$ cat src/rtl/dcache_flush_pkg.sv
// Shared types and helpers for the D-cache flush/clear engine.
// Optional build macro used by the engine: DCACHE_FLUSH_PERF_EN (write-back word counter).
package dcache_flush_pkg;

   typedef enum logic [2:0] {
      ST_IDLE,
      ST_READ_TAG,
      ST_CHECK,
      ST_WB_REQ,
      ST_WB_WAIT,
      ST_INVAL,
      ST_DONE
   } flush_state_t;

   typedef enum logic {
      OP_CLEAR,
      OP_FLUSH
   } flush_op_t;

   localparam int WORD_BYTE_BITS = 2;

   // Byte address of a cached word: {tag, set, word, 2'b00}.
   function automatic logic [31:0] pack_addr(input logic [31:0] tag,
                                             input logic [31:0] set,
                                             input logic [31:0] word,
                                             input int          set_bits,
                                             input int          word_bits);
      return (tag << (set_bits + word_bits + WORD_BYTE_BITS))
           | (set << (word_bits + WORD_BYTE_BITS))
           | (word << WORD_BYTE_BITS);
   endfunction

endpackage

$ cat src/rtl/flush_frame_walker.sv
// Set/way/word index counters for the flush walk (set-major, way-minor).
module flush_frame_walker #(
   parameter int NSETS           = 32,
   parameter int NWAYS           = 2,
   parameter int WORDS_PER_BLOCK = 2,
   parameter int SET_W           = 5,
   parameter int WAY_W           = 1,
   parameter int WORD_W          = 1
) (
   input  logic              CLK,
   input  logic              nRST,
   input  logic              start_i,
   input  logic              frame_adv_i,
   input  logic              word_clr_i,
   input  logic              word_adv_i,
   output logic [SET_W-1:0]  set_o,
   output logic [WAY_W-1:0]  way_o,
   output logic [WORD_W-1:0] word_o,
   output logic              last_frame_o,
   output logic              last_word_o
);

   logic [SET_W-1:0]  set_q;
   logic [WAY_W-1:0]  way_q;
   logic [WORD_W-1:0] word_q;
   logic              last_way;
   logic              last_set;

   assign last_way     = (way_q == WAY_W'(NWAYS - 1));
   assign last_set     = (set_q == SET_W'(NSETS - 1));
   assign last_frame_o = last_way & last_set;
   assign last_word_o  = (word_q == WORD_W'(WORDS_PER_BLOCK - 1));
   assign set_o        = set_q;
   assign way_o        = way_q;
   assign word_o       = word_q;

   // Way advances per frame; set advances when way wraps. Set wraps to 0 after the last frame.
   always_ff @(posedge CLK) begin
      if (!nRST || start_i) begin
         set_q  <= '0;
         way_q  <= '0;
         word_q <= '0;
      end else begin
         if (frame_adv_i) begin
            if (last_way) begin
               way_q <= '0;
               set_q <= set_q + SET_W'(1);
            end else begin
               way_q <= way_q + WAY_W'(1);
            end
         end
         if (word_clr_i) begin
            word_q <= '0;
         end else if (word_adv_i) begin
            word_q <= word_q + WORD_W'(1);
         end
      end
   end

endmodule

$ cat src/rtl/dcache_flush_engine.sv
// D-cache flush/clear engine: walks every frame, writes back dirty blocks on flush,
// invalidates each frame and reports completion. Optional macro DCACHE_FLUSH_PERF_EN
// adds the wb_count output (words written back by the most recent operation).
//
// state      | meaning
// IDLE       | waiting for a flush or clear request
// READ_TAG   | frame indices driven to the arrays
// CHECK      | frame status returned; decide write-back or invalidate
// WB_REQ     | data-array word index driven
// WB_WAIT    | memory write held until accepted (mem_busy low)
// INVAL      | one-cycle invalidate strobe, advance to next frame
// DONE       | completion reported until both requests drop
module dcache_flush_engine
   import dcache_flush_pkg::*;
#(
   parameter int NSETS           = 32,
   parameter int NWAYS           = 2,
   parameter int WORDS_PER_BLOCK = 2,
   localparam int SET_W    = $clog2(NSETS),
   localparam int WAY_W    = (NWAYS > 1) ? $clog2(NWAYS) : 1,
   localparam int WORD_LOG = $clog2(WORDS_PER_BLOCK),
   localparam int WORD_W   = (WORD_LOG > 0) ? WORD_LOG : 1,
   localparam int TAG_W    = 32 - SET_W - WORD_LOG - 2
) (
   input  logic              CLK,
   input  logic              nRST,
   input  logic              dcache_flush,
   input  logic              dcache_clear,
   output logic              dflush_done,
   output logic              dclear_done,
   output logic              engine_busy,
   output logic [SET_W-1:0]  arr_set,
   output logic [WAY_W-1:0]  arr_way,
   output logic [WORD_W-1:0] arr_word,
   input  logic              arr_valid,
   input  logic              arr_dirty,
   input  logic [TAG_W-1:0]  arr_tag,
   input  logic [31:0]       arr_rdata,
   output logic              arr_inval,
   output logic              mem_wen,
   output logic [31:0]       mem_addr,
   output logic [31:0]       mem_wdata,
`ifdef DCACHE_FLUSH_PERF_EN
   output logic [15:0]       wb_count,
`endif
   input  logic              mem_busy
);

   flush_state_t      state_q;
   flush_op_t         op_q;
   logic [TAG_W-1:0]  tag_q;
   logic              mem_wen_q;
   logic [31:0]       mem_addr_q;
   logic [31:0]       wdata_q;
   logic              wb_first_q;
   logic              arr_inval_q;

   logic              walk_start;
   logic              last_frame;
   logic              last_word;
   logic              word_accept;
   logic [SET_W-1:0]  set_w;
   logic [WAY_W-1:0]  way_w;
   logic [WORD_W-1:0] word_w;

   assign walk_start  = (state_q == ST_IDLE) && (dcache_flush || dcache_clear);
   assign word_accept = (state_q == ST_WB_WAIT) && !mem_busy;

   flush_frame_walker #(
      .NSETS           (NSETS),
      .NWAYS           (NWAYS),
      .WORDS_PER_BLOCK (WORDS_PER_BLOCK),
      .SET_W           (SET_W),
      .WAY_W           (WAY_W),
      .WORD_W          (WORD_W)
   ) u_walker (
      .CLK          (CLK),
      .nRST         (nRST),
      .start_i      (walk_start),
      .frame_adv_i  (state_q == ST_INVAL),
      .word_clr_i   (state_q == ST_READ_TAG),
      .word_adv_i   (word_accept && !last_word),
      .set_o        (set_w),
      .way_o        (way_w),
      .word_o       (word_w),
      .last_frame_o (last_frame),
      .last_word_o  (last_word)
   );

   assign arr_set     = set_w;
   assign arr_way     = way_w;
   assign arr_word    = word_w;
   assign arr_inval   = arr_inval_q;
   assign mem_wen     = mem_wen_q;
   assign mem_addr    = mem_addr_q;
   // Array data arrives in the first WB_WAIT cycle; afterwards the captured copy is held.
   assign mem_wdata   = !mem_wen_q ? '0 : (wb_first_q ? arr_rdata : wdata_q);
   assign engine_busy = (state_q != ST_IDLE);
   assign dflush_done = (state_q == ST_DONE) && dcache_flush;
   assign dclear_done = (state_q == ST_DONE) && dcache_clear;

   // Control FSM with registered strobes and write-port outputs.
   always_ff @(posedge CLK) begin
      if (!nRST) begin
         state_q     <= ST_IDLE;
         op_q        <= OP_CLEAR;
         tag_q       <= '0;
         mem_wen_q   <= 1'b0;
         mem_addr_q  <= '0;
         wdata_q     <= '0;
         wb_first_q  <= 1'b0;
         arr_inval_q <= 1'b0;
      end else begin
         arr_inval_q <= 1'b0;
         case (state_q)
            ST_IDLE: begin
               if (dcache_flush || dcache_clear) begin
                  op_q    <= dcache_flush ? OP_FLUSH : OP_CLEAR;
                  state_q <= ST_READ_TAG;
               end
            end
            ST_READ_TAG: state_q <= ST_CHECK;
            ST_CHECK: begin
               tag_q <= arr_tag;
               if (op_q == OP_FLUSH && arr_valid && arr_dirty) begin
                  state_q <= ST_WB_REQ;
               end else begin
                  state_q     <= ST_INVAL;
                  arr_inval_q <= 1'b1;
               end
            end
            ST_WB_REQ: begin
               state_q    <= ST_WB_WAIT;
               mem_wen_q  <= 1'b1;
               wb_first_q <= 1'b1;
               mem_addr_q <= pack_addr(32'(tag_q), 32'(set_w), 32'(word_w), SET_W, WORD_LOG);
            end
            ST_WB_WAIT: begin
               wb_first_q <= 1'b0;
               if (wb_first_q) wdata_q <= arr_rdata;
               if (!mem_busy) begin
                  mem_wen_q <= 1'b0;
                  if (last_word) begin
                     state_q     <= ST_INVAL;
                     arr_inval_q <= 1'b1;
                  end else begin
                     state_q <= ST_WB_REQ;
                  end
               end
            end
            ST_INVAL: state_q <= last_frame ? ST_DONE : ST_READ_TAG;
            ST_DONE: begin
               if (!dcache_flush && !dcache_clear) state_q <= ST_IDLE;
            end
            default: state_q <= ST_IDLE;
         endcase
      end
   end

`ifdef DCACHE_FLUSH_PERF_EN
   logic [15:0] wb_count_q;

   // Words accepted by memory since the current operation left IDLE; saturating.
   always_ff @(posedge CLK) begin
      if (!nRST || walk_start) begin
         wb_count_q <= '0;
      end else if (mem_wen_q && !mem_busy && wb_count_q != 16'hFFFF) begin
         wb_count_q <= wb_count_q + 16'd1;
      end
   end

   assign wb_count = wb_count_q;
`endif

endmodule
$ cat config.mk
export PLATFORM = sky130hd
export DESIGN_NAME = dcache_flush_engine
export DESIGN_NICKNAME = d
export VERILOG_FILES = /design/src/rtl/dcache_flush_pkg.sv /design/src/rtl/flush_frame_walker.sv /design/src/rtl/dcache_flush_engine.sv
export SDC_FILE = /design/constraint.sdc
export NUM_CORES = 1
export LEC_CHECK = 0
export BUFFER_PORTS_ARGS = -buffer_cell sky130_fd_sc_hd__buf_4
export CORE_ASPECT_RATIO = 1.2
export CORE_MARGIN = 2
export CORE_UTILIZATION = 31
export DETAILED_ROUTE_END_ITERATION = 12
export GPL_ROUTABILITY_DRIVEN = 0
export SLEW_MARGIN = 30
export SYNTH_ARGS = -nofsm -noshare
export SYNTH_HDL_FRONTEND = slang
export SYNTH_SLANG_ARGS = --single-unit
$ cat constraint.sdc
create_clock -name CLK -period 1.7 [get_ports CLK]
set_input_delay 0.17 -clock CLK [delete_from_list [all_inputs] [get_ports CLK]]
set_output_delay 0.17 -clock CLK [all_outputs]
set_load 0.005 [all_outputs]
Yosys cells after proc, flatten, opt, wreduce, memory -nomap -nowiden --
Cells that the tools add are included. W data, S select, Z words.
Operators by class: reductions and logical operators 23, muxes and demuxes 18, add/sub/neg operators 3, equality and inequality tests 10, bitwise operators 3
Operator list (count):
- $mux W32 | 2
- $or A32 B3 Y32 | 1
- $or A32 B8 Y32 | 1
- $pmux W3 S7 | 1
- $mux W3 | 6
- $eq A3 B3 Y1 const B | 3
- $logic_and A1 B1 Y1 | 8
- $eq A3 B2 Y1 const B | 2
- $mux W1 | 6
- $pmux W1 S2 | 3
- $reduce_and A2 Y1 | 3
- $add A5 B1 Y5 const B | 1
- $eq A5 B5 Y1 const B | 1
- $logic_not A1 Y1 | 5
- $ne A2 B1 Y1 const B | 2
- $eq A3 B1 Y1 const B | 1
- $logic_not A3 Y1 | 1
- $reduce_and A3 Y1 | 1
- $reduce_bool A3 Y1 | 1
- $add A1 B1 Y1 const B | 2
- $logic_or A1 B1 Y1 | 2
- $ne A2 B2 Y1 const B | 1
- $reduce_bool A2 Y1 | 1
- $reduce_or A2 Y1 | 1
- $and A1 B1 Y1 | 1
Word-level totals: bits of input ports 63, logic and storage cells 68, output and inout bits 76, bits in registers 102

Longest topological paths before layout --
word-level depth 4, mapped depth 7, depth with buffers taken out 7

Cells and area by module --
From an unflattened synthesis, not the netlist that was laid out.
Second synthesis, totals: cell total of the unflattened synthesis 544, area total of the unflattened synthesis 4481.8 um2
Modules (own cells, without submodules):
- dcache_flush_engine | cells each 511, instances 1, area an instance 4177.8 um2
- flush_frame_walker | cells each 33, instances 1, area an instance 304.0 um2

Worst setup path after synthesis --
Ideal clock, no wire load.
path kind register -> register, start register u_walker.set_q[0] (netlist: u_walker.set_o[0]), end register state_q[1], path slack 0.346 ns, arrival time 1.233 ns, stages on the path, launching flop included 8, path through dfxtp_1 > ha_1 > and3_1 > ha_1 > nand2_1 > nand2_1 > a31oi_1 > o21ai_1
On the way: word-level cells in the longest chain between the ends 4
RTL lines:
- start: declaration | line flush_frame_walker.sv:23 | logic [SET_W-1:0] set_q;
- start signal: assignment | line flush_frame_walker.sv:47 | set_q <= set_q + SET_W'(1);
- $eq A5 B5 Y1 | line flush_frame_walker.sv:30 | assign last_set = (set_q == SET_W'(NSETS - 1));
- $and A1 B1 Y1 | line flush_frame_walker.sv:31 | assign last_frame_o = last_way & last_set;
- $mux W3 | line dcache_flush_engine.sv:151 | ST_INVAL: state_q <= last_frame ? ST_DONE : ST_READ_TAG;
- $pmux W3 S7 | line dcache_flush_engine.sv:115 | case (state_q)
- end signal: assignment | line dcache_flush_engine.sv:151
- end: declaration | line dcache_flush_engine.sv:49 | flush_state_t state_q;
Every way passes these cells. A chain may end at the register's enable or synchronous reset.

Worst setup path in the final report --
start register wb_first_q, end output port mem_wdata[3]
On the way: word-level cells in the longest chain between the ends 2
RTL lines:
- start: declaration | line dcache_flush_engine.sv:55 | logic wb_first_q;
- start signal: assignment | line dcache_flush_engine.sv:111 | wb_first_q <= 1'b0;
- start signal: assignment | line dcache_flush_engine.sv:135 | wb_first_q <= 1'b1;
- start signal: assignment | line dcache_flush_engine.sv:139 | wb_first_q <= 1'b0;
- $mux W32
- $mux W32 | line dcache_flush_engine.sv:97 | assign mem_wdata = !mem_wen_q ? '0 : (wb_first_q ? arr_rdata : wdata_q);
- end: declaration | line dcache_flush_engine.sv:42 | output logic [31:0] mem_wdata,
Every way passes these cells.

==> flow_summary_export.csv <==
group,metric,value,unit
yosys,yosys_warnings,0,
yosys,yosys.area_share.xor_xnor,0.7673,%
place,dp.cells,829,
routing,vias,3931,
setup_path,critPathSlowestCell,"dfxtp_4",
final_layout,antennaDiodeCount,0,
global_routing,grt_usage,14.57,%
yosys,async_flop_share,0,%
yosys,ys.flop_type,"dfxtp_1",
clock_network,cts_tree,"built",
global_routing,grt_pass1_wl,18230,um
routing,drtPass1Iterations,4,
setup_path,path_cells,"buf_4 -> mux2i_1 -> nor2b_1 -> buf_4",
clock_network,clk_pin_slew,0.07,ns
global_routing,antenna_found_initial,0,
die,row_count,48,
sta,period_needed,1.617,ns
global_routing,grt_max_degree,49,
routing,drc_errors,0,
routing,drt-initial-drc-count,186,
die,initial_utilization,31.68,%
yosys,yosys.area_share.simple,23.95,%
routing,routedWlPerCell,13.31,um
yosys,synth_top_area_share,43.85,%
place,place_ws,0.1924,ns
setup_path,crit_fanout,9,
yosys,netlist_area,4566,sq um
job,max_cap_viol_count,0,
clock_network,h-tree-depth,3,
clock_network,cts_buffer_depth,2,
sta,finalSetupViolations,0,
place,dp.final_hpwl,7916,um
clock_network,post_cts_buffers,0,
final_layout,drive_above_1_share,26.72,%
yosys,synthAdderAreaFrac,0.5481,%
die,die_h,136.9,um
routing,drt_wl_total,11250,um
final_layout,num-fill-cells,1519,
setup_path,cpMostUsedCell,"buf_4",
global_routing,first_global_vias,3868,
power_and_ir_drop,p_per_area,827.0,nW/um^2
yosys,synthMuxAreaShare,7.016,%
clock_network,worstSkewPairLatency,0.34,ns
sta,rsz0062_at_grt,"true",
yosys,netlist_top_cells_area,"dfxtp_1 (44%), nand2_1 (15%), a21boi_0 (7.7%)",
yosys,synth_compound_gate_area_share,17.57,%
setup_path,crit_type,"register to output port",
place,port_buffers,136,
power_and_ir_drop,ir_worst_vdd,430.5,uV
power_and_ir_drop,finalPower,0.005011,W
yosys,synth-seq-cells,100,
sta,drv_slew,0,
sta,hold_viol_final,0,
sta,fin_skew,0.007088,ns
clock_network,cts_root_buf,"clkbuf_16",
yosys,synthCells,544,
sta,fin_crit_sh,95.15,%
die,io_pins,139,
sta,worst_slack,0.08253,ns
final_layout,areaGrowthSynthToFinish,32.72,%
yosys,synth_area_leader_cell,"dfxtp_1",
die,die-width,114.8,um
outcome,outcome,"completed",
global_routing,grt-ovfl-total,0,
setup_path,critPathRequiredTime,1.53,ns
yosys,avgSynthCellArea,8.393,sq um
setup_path,arrival,1.45,ns
yosys,ys_seq_area_share,43.85,%
final_layout,instances_no_fill,845,
sta,max_freq,0.6183,GHz
setup_path,cp-start-kind,"register",
yosys,synth_top_family_by_area,"simple AND/OR/NAND/NOR gates",
power_and_ir_drop,p_leak,2.245,nW
final_layout,fin_area,6060,sq um
clock_network,cts_buffers,9,
routing,viasPerCell,4.652,
yosys,synth_edf_count,0,
setup_path,endpoint_kind,"output port",
setup_path,slowest_delay,0.42,ns
clock_network,cts.sinks,100,
final_layout,fin_nets,730,
routing,drtAntennaViolNets,0,
final_layout,fin_util,42.04,%
die,coreArea,14410,sq um
die,die_area,15720,sq um
place,placedInstanceArea,5753,sq um
yosys,yosysUniqueCellTypes,42,
worst_hold_path,hp-class,"input port to register",
[flip-flops by register name, indices dropped and copies added (netlist names)]
name / flops
mem_addr: 30
tag_q: 24
wdata_q: 32
state_q: 3
op_q: 1
u_walker.way_o: 1
u_walker.last_word_o: 1
wb_first_q: 1
arr_inval: 1
u_walker.set_o: 5
mem_wen: 1
[placed cells by master (no fill, tap or decap), types with 3 or more instances in the layout]
cell type and n:
clkbuf_16 9, nor2_1 8, a21boi_1 40, nand2_1 181
clkinv_4 3, buf_12 7, dfxtp_2 3, a21oi_1 8
a21boi_0 47, and2_1 3, dfxtp_1 96, nand3_1 3
xor2_1 3, buf_4 146, mux2i_1 32, o21ai_0 7
nor2b_1 35
[kinds of logic (layout without fill, tap and decap cells)]
group | Yosys count | count (layout)
other | 1 | 2
buffers and inverters | 47 | 172
XOR/XNOR | 4 | 4
AND/OR/NAND/NOR | 247 | 247
AO/OA/AOI/OAI | 111 | 111
adder cells (fa/ha/maj) | 2 | 2
flip-flops | 100 | 100
multiplexers | 32 | 32
[power by group]
group          switching, W  internal, W
sequential        0.0000529      0.00240
combinational      0.000286     0.000292
clock              0.000904      0.00108
total               0.00124      0.00377
[per-layer routing]
| metal | GRT usage (%) | share of wire (%) | vias up |
|---|---|---|---|
| met2 | 25.77 | 49 | 92 |
| met3 | 3.897 | 6.4 | 12 |
| li1 | - | - | 2020 |
| met5 | 0 | 0 | - |
| met4 | 5.756 | 1.6 | 0 |
| met1 | 16.65 | 43 | 1807 |
[stage by stage]
stage | TNS, ns | hold slack, ns
after floorplan | 0 | 0.3048
after CTS | 0 | 0.05573
final | 0 | 0.07196
after global placement | 0 | 0.4272
after detailed placement | 0 | 0.4346
after global routing | -0.01793 | 0.06610
[critical path: cells and delay by family (launching register included)]
family | cells | cell delay, ns
flip-flops | 1 | 0.42
AND/OR/NAND/NOR | 1 | 0.09
multiplexers | 1 | 0.23
buffers and inverters | 2 | 0.37
[cell type report]
class                           instances  area, sq um  share of cell area, %
Timing Repair Buffer                  153         1236                  20.40
Clock buffer                           11        252.7                  4.171
Multi-Input combinational cell        398         2295                  37.87
Tap cell                              175        219.0                  3.613
Sequential cell                       100         2009                  33.16
Inverter                                3        11.26                 0.1858
Clock inverter                          5        36.28                 0.5988
[timing repair]
action,4_1_cts,5_1_grt
resized for setup,4,2
pin swaps,0,0
hold buffers,0,0
setup endpoints to repair,3,3
[Yosys cell counts (2+ instances only)]
cell type  number
dfxtp_1       100
buf_2          14
o21ai_2         2
nor3b_1         2
nor2b_1        35
a21boi_0       47
mux2i_1        32
o21ai_0         7
a31oi_1         2
inv_1           2
a21boi_1       40
xor2_1          3
ha_1            2
nand4_1         2
nor3_1          2
nand2_1       181
nor2_1          8
and2_1          3
buf_6           7
clkbuf_1       12
a21oi_1         8
nand3_1         3
and3_1          2
buf_4          10
[worst paths after layout]
kind	from	to	slack (ns)	depth (start not counted)
setup / recovery	wb_first_q$_SDFFE_PN0P_	mem_wdata[3]	0.08	4
hold / removal	arr_tag[18]	tag_q[18]$_SDFFE_PN0N_	0.07	3
setup reg to reg	u_walker.set_o[1]$_SDFFE_PP0P_	state_q[2]$_SDFFE_PN0P_	0.18	6
hold reg to reg	tag_q[3]$_SDFFE_PN0N_	mem_addr[11]$_SDFFE_PN0P_	0.45	2
Note: power is estimated with default switching activity, not from simulation.
